`config.mk`:
```
export PLATFORM = sky130hd
export DESIGN_NAME = fir_tdm_ctrl
export DESIGN_NICKNAME = d
export VERILOG_FILES = /design/src/rtl/fir_ctrl_pkg.sv /design/src/rtl/fir_ring_addr.sv /design/src/rtl/fir_tdm_ctrl.sv
export SDC_FILE = /design/constraint.sdc
export NUM_CORES = 1
export LEC_CHECK = 0
export CAP_MARGIN = 40
export CORE_AREA = 2 2 66 68
export DETAILED_ROUTE_END_ITERATION = 10
export DIE_AREA = 0 0 68 70
export GPL_TIMING_DRIVEN = 0
export HOLD_SLACK_MARGIN = 0.06
export PLACE_DENSITY = 0.83
export SLEW_MARGIN = 30
export SYNTH_ARGS = -nofsm -noshare
export SYNTH_HDL_FRONTEND = slang
export SYNTH_HIERARCHICAL = 1
export SYNTH_SLANG_ARGS = --single-unit
```
`constraint.sdc`:
```
create_clock -name clk_i -period 9.4 [get_ports clk_i]
set_input_delay 2.82 -clock clk_i [delete_from_list [all_inputs] [get_ports clk_i]]
set_output_delay 2.82 -clock clk_i [all_outputs]
set_load 0.1 [all_outputs]
```
`src/rtl/fir_ctrl_pkg.sv`:
```
// Shared types and defaults for the time-multiplexed FIR controller.
package fir_ctrl_pkg;

    localparam int unsigned C_NUM_DEF   = 49;
    localparam int unsigned ADDR_W_DEF  = 6;
    localparam int unsigned MAC_LAT_DEF = 2;

    typedef enum logic [2:0] {
        StInit,
        StIdle,
        StRun,
        StDrain,
        StHold
    } state_e;

    // Address width must cover every tap and the drain counter needs at least one cycle.
    function automatic bit cfg_ok(int unsigned c_num, int unsigned addr_w, int unsigned mac_lat);
        return (c_num >= 1) && (addr_w >= 1) && (int'(addr_w) >= $clog2(c_num))
            && (mac_lat >= 1);
    endfunction

endpackage

```
`src/rtl/fir_ring_addr.sv`:
```
// Modulo-C_NUM ring arithmetic: base minus offset, and base plus one with wrap.
module fir_ring_addr
    import fir_ctrl_pkg::*;
#(
    parameter int unsigned C_NUM  = C_NUM_DEF,
    parameter int unsigned ADDR_W = ADDR_W_DEF
) (
    input  logic [ADDR_W-1:0] base_i,
    input  logic [ADDR_W-1:0] off_i,
    output logic [ADDR_W-1:0] diff_o,
    output logic [ADDR_W-1:0] next_o
);

    localparam logic [ADDR_W-1:0] ModC    = ADDR_W'(C_NUM);
    localparam logic [ADDR_W-1:0] LastIdx = ADDR_W'(C_NUM - 1);
    localparam logic [ADDR_W-1:0] One     = ADDR_W'(1);

    // The true result is always below C_NUM, so ADDR_W-bit wraparound arithmetic is exact.
    always_comb begin
        diff_o = (base_i >= off_i) ? (base_i - off_i) : (base_i - off_i + ModC);
        next_o = (base_i == LastIdx) ? '0 : (base_i + One);
    end

endmodule

```
`src/rtl/fir_tdm_ctrl.sv`:
```
// Sequencer for a single-MAC time-multiplexed FIR: sample intake, circular buffer
// addressing, MAC strobes and result handshake.
module fir_tdm_ctrl
    import fir_ctrl_pkg::*;
#(
    parameter int unsigned C_NUM   = C_NUM_DEF,
    parameter int unsigned ADDR_W  = ADDR_W_DEF,
    parameter int unsigned MAC_LAT = MAC_LAT_DEF
) (
    input  logic              clk_i,
    input  logic              rst_ni,
    input  logic              in_valid_i,
    output logic              in_ready_o,
    output logic              smp_we_o,
    output logic              smp_wzero_o,
    output logic [ADDR_W-1:0] smp_waddr_o,
    output logic [ADDR_W-1:0] smp_raddr_o,
    output logic [ADDR_W-1:0] coef_raddr_o,
    output logic              mac_en_o,
    output logic              mac_clr_o,
    output logic              mac_last_o,
    output logic              out_valid_o,
    input  logic              out_ready_i,
    output logic              busy_o
);

    localparam int unsigned       CntW    = (MAC_LAT > 1) ? $clog2(MAC_LAT) : 1;
    localparam logic [ADDR_W-1:0] LastIdx = ADDR_W'(C_NUM - 1);
    localparam logic [CntW-1:0]   DrainEnd = CntW'(MAC_LAT - 1);

    if (!cfg_ok(C_NUM, ADDR_W, MAC_LAT)) begin : g_cfg_err
        $error("fir_tdm_ctrl: invalid C_NUM / ADDR_W / MAC_LAT combination");
    end

    state_e            state_q;
    logic [ADDR_W-1:0] wr_ptr_q;
    logic [ADDR_W-1:0] head_q;
    logic [ADDR_W-1:0] tap_q;
    logic [CntW-1:0]   drain_q;
    logic              in_ready_q;
    logic              smp_wzero_q;
    logic [ADDR_W-1:0] smp_raddr_q;
    logic              mac_en_q;
    logic              mac_clr_q;
    logic              mac_last_q;
    logic              out_valid_q;
    logic              busy_q;

    logic              accept;
    logic [ADDR_W-1:0] tap_inc;
    logic [ADDR_W-1:0] ring_base;
    logic [ADDR_W-1:0] ring_diff;
    logic [ADDR_W-1:0] ring_next;

    // One ring unit: increments the write pointer in INIT/IDLE, walks the read address in RUN.
    always_comb begin
        accept    = in_valid_i & in_ready_q;
        tap_inc   = tap_q + ADDR_W'(1);
        ring_base = (state_q == StRun) ? head_q : wr_ptr_q;
    end

    fir_ring_addr #(
        .C_NUM  (C_NUM),
        .ADDR_W (ADDR_W)
    ) u_ring (
        .base_i (ring_base),
        .off_i  (tap_inc),
        .diff_o (ring_diff),
        .next_o (ring_next)
    );

    // Controller FSM with all control outputs registered.
    always_ff @(posedge clk_i or negedge rst_ni) begin
        if (!rst_ni) begin
            state_q     <= StInit;
            wr_ptr_q    <= '0;
            head_q      <= '0;
            tap_q       <= '0;
            drain_q     <= '0;
            in_ready_q  <= 1'b0;
            smp_wzero_q <= 1'b1;
            smp_raddr_q <= '0;
            mac_en_q    <= 1'b0;
            mac_clr_q   <= 1'b0;
            mac_last_q  <= 1'b0;
            out_valid_q <= 1'b0;
            busy_q      <= 1'b1;
        end else begin
            case (state_q)
                StInit: begin
                    // wr_ptr doubles as the zeroing address and wraps back to 0 at the end.
                    wr_ptr_q <= ring_next;
                    if (wr_ptr_q == LastIdx) begin
                        state_q     <= StIdle;
                        in_ready_q  <= 1'b1;
                        smp_wzero_q <= 1'b0;
                        busy_q      <= 1'b0;
                    end
                end
                StIdle: begin
                    if (accept) begin
                        state_q     <= StRun;
                        head_q      <= wr_ptr_q;
                        wr_ptr_q    <= ring_next;
                        in_ready_q  <= 1'b0;
                        busy_q      <= 1'b1;
                        tap_q       <= '0;
                        smp_raddr_q <= wr_ptr_q;
                        mac_en_q    <= 1'b1;
                        mac_clr_q   <= 1'b1;
                        mac_last_q  <= (C_NUM == 1);
                    end
                end
                StRun: begin
                    if (tap_q == LastIdx) begin
                        state_q    <= StDrain;
                        drain_q    <= '0;
                        mac_en_q   <= 1'b0;
                        mac_clr_q  <= 1'b0;
                        mac_last_q <= 1'b0;
                    end else begin
                        tap_q       <= tap_inc;
                        smp_raddr_q <= ring_diff;
                        mac_clr_q   <= 1'b0;
                        mac_last_q  <= (tap_inc == LastIdx);
                    end
                end
                StDrain: begin
                    if (drain_q == DrainEnd) begin
                        state_q     <= StHold;
                        out_valid_q <= 1'b1;
                    end else begin
                        drain_q <= drain_q + CntW'(1);
                    end
                end
                StHold: begin
                    if (out_ready_i) begin
                        state_q     <= StIdle;
                        out_valid_q <= 1'b0;
                        in_ready_q  <= 1'b1;
                        busy_q      <= 1'b0;
                    end
                end
                default: begin
                    state_q <= StInit;
                end
            endcase
        end
    end

    // Write strobe is the only combinational output: the datapath writes in the handshake cycle.
    always_comb begin
        smp_we_o     = accept | (state_q == StInit);
        in_ready_o   = in_ready_q;
        smp_wzero_o  = smp_wzero_q;
        smp_waddr_o  = wr_ptr_q;
        smp_raddr_o  = smp_raddr_q;
        coef_raddr_o = tap_q;
        mac_en_o     = mac_en_q;
        mac_clr_o    = mac_clr_q;
        mac_last_o   = mac_last_q;
        out_valid_o  = out_valid_q;
        busy_o       = busy_q;
    end

endmodule

```
# Word-level counts from Yosys, hierarchy flattened
# Index checks and enable logic that the tools add are counted.
dict set report totals {
  regBits 35
  word_cells 85
  input_bits 4
  out_inout_bits 26
}
dict set report classes {
  n_lt_le_gt_ge 1
  reduce_logical 16
  bitwise_logic 2
  add_sub_neg 5
  eq_ne 14
  n_mux 34
}
# cell count
set op_table {}
lappend op_table {{$mux 6} 8}
lappend op_table {{$pmux 6 s2} 3}
lappend op_table {{$eq 6x6->1 const B} 4}
lappend op_table {{$mux 3} 5}
lappend op_table {{$pmux 3 s5} 1}
lappend op_table {{$add 6x1->6 const B} 2}
lappend op_table {{$mux 1} 10}
lappend op_table {{$ne 2x2->1 const B} 5}
lappend op_table {{$pmux 1 s2} 5}
lappend op_table {{$reduce_and 2->1} 5}
lappend op_table {{$reduce_and 3->1} 3}
lappend op_table {{$reduce_bool 2->1} 4}
lappend op_table {{$add 6x6->6 const B} 1}
lappend op_table {{$eq 3x2->1 const B} 2}
lappend op_table {{$ge 6x6->1} 1}
lappend op_table {{$pmux 1 s3} 2}
lappend op_table {{$sub 6x6->6} 1}
lappend op_table {{$reduce_and 5->1} 1}
lappend op_table {{$reduce_and 4->1} 1}
lappend op_table {{$eq 3x1->1 const B} 1}
lappend op_table {{$eq 3x3->1 const B} 1}
lappend op_table {{$logic_not 3->1} 1}
lappend op_table {{$reduce_bool 3->1} 1}
lappend op_table {{$ne 2x1->1 const B} 1}
lappend op_table {{3 further kinds} 3}

# Longest topological paths before layout
# Gate-level depths: netlist of the first run.
dict set report depth {
  ltp_word 7
  mapped_depth 14
}

# Modules after synthesis
# Netlist of the first run, hierarchy kept.
# mod cells_each seq_area_each_um2 instances area_each_um2
set modules_own_cells {}
lappend modules_own_cells {fir_tdm_ctrl 160 878.3 1 1816.7}
lappend modules_own_cells {fir_ring_addr 72 0.0 1 516.7}

# Worst setup path after synthesis of the first run
# Ideal clock, no wire load.
dict set report synth_path {
  kind {input -> output}
  from {input in_valid_i}
  to {output smp_we_o}
  cell_stages 2
  path_buffers 0
  t_arrival_ns 3.585
  setup_slack_ns 2.995
  path_cell_list {nand2_1 nand2_1}
}
dict set report synth_between {
  elab_chain_cells 2
}
# element line_no
set synth_rtl {}
lappend synth_rtl {{start: declaration} fir_tdm_ctrl.sv:12} ;# input logic in_valid_i,
lappend synth_rtl {{$and 1x1->1} fir_tdm_ctrl.sv:57} ;# accept = in_valid_i & in_ready_q;
lappend synth_rtl {{$or 1x1->1} fir_tdm_ctrl.sv:153} ;# smp_we_o = accept | (state_q == StInit);
lappend synth_rtl {{end: declaration} fir_tdm_ctrl.sv:14} ;# output logic smp_we_o,
# Every way passes these cells.

# Final worst setup path of the first run
# Ends and elaborated chain as after synthesis.

==> impl_metrics.toml, run 1 <==
[final_layout]
drive_above_1_share_pct = 27.9
num_antenna_cells = 0
final_cell_mix = "nand2_1, dfrtp_1, clkdlybuf4s50_1"
fill_cells = 267
layout_commonest_cell = "nand2_1"
layout.nets = 313
area.growth.synth_to_final_pct = 37.6

[worst_hold_path]
hold_class = "reg -> reg"
min_from = "smp_wzero_o"

[grt]
grt_usage_pct = 27.8
grt_start_max_net_pins = 22
grt_pass1_vias = 2083
grt_pass1_wl_um = 10000
antenna_found_initial = 0
grt-ovfl-total = 0

[sta]
setup-violations-final = 0
min_period_ps = 7080
final-hold-violation-count = 0
drv_slew = 0
period_share_pct = 75.4
hold_slack_ps = 469
relSlewSlack_pct = 66.7
fin_ws_ps = 2320
fmax_mhz = 141
final.setup.tns_ps = 0
rsz0062_at_grt = "false"
finClkSkew_ps = 7.38
tightest_slew_ps = 497

[floorplanning]
num_io_pins = 30
start_util_pct = 56.3
rows = 24
chipWidth_um = 68
core_area_um2 = 4140
fp.dieH_um = 70
die_area_um2 = 4760

[place]
portBuffers = 29
dpl.hpwl_um = 4320
gp_congestion = 0.884
dp_slack_ps = 2320

[synthesis]
synth_top_family_by_area = "simple AND/OR/NAND/NOR gates"
syn_inst = 232
synth_area_leader_cell = "dfrtp_1"
synthMuxAreaShare_pct = 13.0
synthesis.nets = 249
synthXorXnorAreaFrac_pct = 4.13
synth-edff-count = 0
yosys-top-cells-area = "dfrtp_1, mux2_2, ha_1"
synth_ff_type = "dfrtp_1"
synthAdderAreaFrac_pct = 7.29
syn_area_um2 = 2330
synth_seq_cells = 35
yosysTopAreaCellShare_pct = 35.4
synth_seq_area_share_pct = 37.6
synth_cell_types = 59
synth-compound-area-share_pct = 14.7
ys_warn_count = 6
avgSynthCellArea_um2 = 10.1
yosys.area_share.simple_pct = 18.7
synthArstFlopShare_pct = 100

[setup_path]
end_kind = "primary output"
worstSetupPathType = "in -> out"
crit_required_ps = 6580
crit_slowest_cell = "clkdlybuf4s50_1"
r2r-start = "state_q[1]"
crit_path_cell_trace = "clkdlybuf4s50_1 > nand2_1 > nand2_1 > clkdlybuf4s50_1 > buf_8"
start_kind = "input port"
cp-startpoint = "in_valid_i"
critical_path.top_delay_family = "buffers and inverters"
cp.arrival_ps = 4260
cp_slowest_stage_delay_ps = 520
cp_num_buf_inv = 3
cp_max_fo = 3

[drt]
drt-initial-drc-count = 118
first_pass_iters = 4
wire_per_inst_um = 16.6
dr_total_vias = 2006
viasPerCell = 5.75
routed_wl_um = 5790
drc = 0
postRouteAntennaNets = 0

[clock_tree]
clockRootBuffer = "clkbuf_8"
cts_sinks = 35
ctsResizeCount = 0
cts_tree = "done"
cts_buffer_depth = 2
clk_latency_ps = 290
cts_buffers = 5
path_clk_slew_ps = 70
ctsHoldBuffers = 0
ctsHtreeMaxLevel = 2
cts_setup_buffers = 0

[run_status]
status = "completed"

[job]
drv_cap = 0
## synth_stat cells (2+ instances only)
library cell and instances:
nand2b_1 2, inv_1 16, nor3_1 2, xor2_1 4
dfstp_2 2, mux2_2 25, a22o_1 4, nor2_1 7
nand3_1 8, clkbuf_8 2, and2_1 2, o21ai_0 10
a21o_1 7, or3_1 3, or2_2 2, ha_1 12
a21oi_1 6, xnor2_1 7, nand2_1 35, dfrtp_1 33
nor2b_1 5
## metrics by stage
stage | utilization, % | cell area (um^2) | cells
after global placement | 64.9 | 2690 | 313
after detailed placement | 75.3 | 3120 | 341
after floorplan | - | 2330 | 232
final | 77.5 | 3210 | 349
after CTS | 77.5 | 3210 | 349
after global routing | 77.5 | 3210 | 349
## cells by family (layout without fill, tap and decap cells)
kind of cell	after synthesis	in the layout
muxes	27	27
xor gates and xnor gates	11	11
DFF	35	35
AOI/OAI and AO/OA	45	45
buffers and inverters	21	86
and+or+nand+nor	80	80
adders and majority gates	13	13
## metal layers
metal | share of wire (%) | global-route usage, %
met1 | 41 | 34.5
met2 | 53 | 48.0
met3 | 4.6 | 4.99
met4 | 1.5 | 8.22
met5 | 0 | 0
## worst paths after layout
| path | cells after the start | slack (ps) | end |
|---|---|---|---|
| min in group asynchronous | 1 | 2450 | smp_raddr_o[0] |
| hold / removal | 1 | 470 | smp_wzero_o |
| max in group asynchronous | 2 | 6440 | busy_o |
| setup / recovery | 5 | 2320 | smp_we_o |
| hold reg to reg | 1 | 470 | smp_wzero_o |
| setup reg to reg | 14 | 5310 | smp_raddr_o[5] |
## flip-flops by register name, summed over array words and instances (netlist names)
name          flops
smp_waddr_o       6
busy_o            1
in_ready_o        1
smp_raddr_o       6
smp_wzero_o       1
drain_q           1
head_q            6
out_valid_o       1
coef_raddr_o      6
mac_en_o          1
state_q           3
mac_clr_o         1
mac_last_o        1
## area by class of cell
| class | count | area [um^2] | area share, % |
|---|---|---|---|
| Clock buffer | 7 | 86.3 | 2.69 |
| Clock inverter | 1 | 5.00 | 0.156 |
| Inverter | 16 | 60.1 | 1.87 |
| Multi-Input combinational cell | 176 | 1350 | 42.0 |
| Timing Repair Buffer | 57 | 721 | 22.4 |
| Tap cell | 52 | 65.1 | 2.03 |
| Buffer | 5 | 47.5 | 1.48 |
| Sequential cell | 35 | 878 | 27.4 |
## worst register-to-register path, delay by kind of cell (launching register included)
kind | cells | cell delay (ps)
muxes | 3 | 960
AOI/OAI and AO/OA | 4 | 930
adders and majority gates | 2 | 630
buffers and inverters | 3 | 510
DFF | 1 | 490
and+or+nand+nor | 1 | 360
xor gates and xnor gates | 1 | 120
Power of run 1 is left out: the tool's default activity adds up to more than one toggle a clock period on the data nets, which glitch-free logic cannot reach.
==> run 2: changes to the inputs <==
CORE_AREA = 2 2 69 71   (was 2 2 66 68)
DIE_AREA = 0 0 71 73   (was 0 0 68 70)
PLACE_DENSITY = 0.77   (was 0.83)
clock period = 7.26 ns   (was 9.4 ns; I/O delays follow)
==> run 2 against run 1 <==
Against the previous run:
- wire length decreased by 6.1%
- worst setup slack got worse by 810 ps
- die area increased by 8.9%
- utilization decreased by 6.4 points
- sequential cell count unchanged
- via count decreased by 0.80%
- worst hold slack about the same
- critical path depth unchanged
- first-iteration DRC count increased by 17%
- global-route usage decreased by 4.7 points
- clock-buffer cell count increased by 1
==> impl_metrics.toml, run 2 (synthesis results as in run 1) <==
[floorplanning]
chipWidth_um = 71
die_area_um2 = 5180
rows = 25
fp.dieH_um = 73
start_util_pct = 51.4
num_io_pins = 30
core_area_um2 = 4540

[grt]
top_usage_layer = "met2"
grt_usage_pct = 23.0
grt-ovfl-total = 0
use_met1_pct = 30.4
grt_start_max_net_pins = 24
met3_usage_pct = 4.97
antenna_found_initial = 0
grt_pass1_wl_um = 9410
grtUsageMet2_pct = 37.5
grt_pass1_vias = 1950

[place]
gp_congestion = 0.822
dp_cells = 343
dpl.hpwl_um = 4170
portBuffers = 29

[final_layout]
fin_cells = 351
area.growth.synth_to_final_pct = 38.1
num_antenna_cells = 0
drive_above_1_share_pct = 27.9
fill_cells = 308
final_cell_mix = "nand2_1, dfrtp_1, clkdlybuf4s50_1"
layout_commonest_cell = "nand2_1"
regArea_um2 = 878
multi_input_area_um2 = 1350
layout.nets = 313

[drt]
wire_per_inst_um = 15.5
first_pass_iters = 4
drt-initial-drc-count = 138
routed_wl_um = 5440
postRouteAntennaNets = 0
dr_total_vias = 1990
drc = 0
viasPerCell = 5.67

[clock_tree]
ctsHtreeMaxLevel = 2
cts_tree = "done"
ctsResizeCount = 0
path_clk_slew_ps = 70
cts_buffer_depth = 2
cts_setup_buffers = 0
clk_latency_ps = 280
cts_sinks = 35
ctsHoldBuffers = 0
cts_buffers = 5
clockRootBuffer = "clkbuf_8"

[setup_path]
cp_max_fo = 3
start_kind = "input port"
crit_required_ps = 5080
rrSetupSlack_ps = 3190
worstSetupPathType = "in -> out"
cp.arrival_ps = 3580
end_kind = "primary output"

[worst_hold_path]
hold_class = "reg -> reg"

[run_status]
status = "completed"

[sta]
final-hold-violation-count = 0
drv_slew = 0
period_share_pct = 79.3
setup-violations-final = 0
finClkSkew_ps = 2.51
rsz0062_at_grt = "false"
relSlewSlack_pct = 62.7
tightest_slew_ps = 557
final.setup.tns_ps = 0
min_period_ps = 5760
fmax_mhz = 174

[job]
drv_cap = 0
==> run 2: worst paths after layout <==
kind / start / depth (start not counted) / to
worst max-delay path: in_valid_i / 5 / smp_we_o
worst min-delay path: smp_wzero_o / 1 / smp_wzero_o
worst max register to register: state_q[1] / 14 / smp_raddr_o[5]
worst min register to register: smp_wzero_o / 1 / smp_wzero_o
max in group asynchronous: rst_ni / 2 / smp_wzero_o
min in group asynchronous: rst_ni / 1 / head_q[3]
==> run 2: stage by stage <==
stage / utilization (%) / hold WS (ps) / cell area, um^2 / worst slack, ps
CTS: 71.0 / 470 / 3220 / 1500
global route: 71.0 / 481 / 3220 / 1410
detailed placement: 68.8 / 460 / 3120 / 1500
floorplan: - / 441 / 2330 / 2140
global placement: 59.3 / 454 / 2690 / 1070
finish: 71.0 / 469 / 3220 / 1500
==> run 2: final cells by class <==
| class | count | area share (%) |
|---|---|---|
| tap | 54 | 2.10 |
| timing repair buffer | 57 | 22.4 |
| multi-input combinational | 176 | 41.8 |
| inverter | 16 | 1.86 |
| sequential | 35 | 27.3 |
| buffer | 5 | 1.48 |
| clock buffer | 8 | 3.11 |
==> run 2: metal layers <==
metal | vias up | share of wire, %
met5 | - | 0
met4 | 0 | 1.5
met3 | 10 | 4.0
met2 | 54 | 50
met1 | 981 | 45
li1 | 945 | -
==> run 2: critical path, cell delays in order <==
cell             delay [ps]
clkdlybuf4s50_1         510
nand2_1                 100
nand2_1                  80
clkdlybuf4s50_1         510
buf_8                   200
Power of run 2 is left out for the same reason.
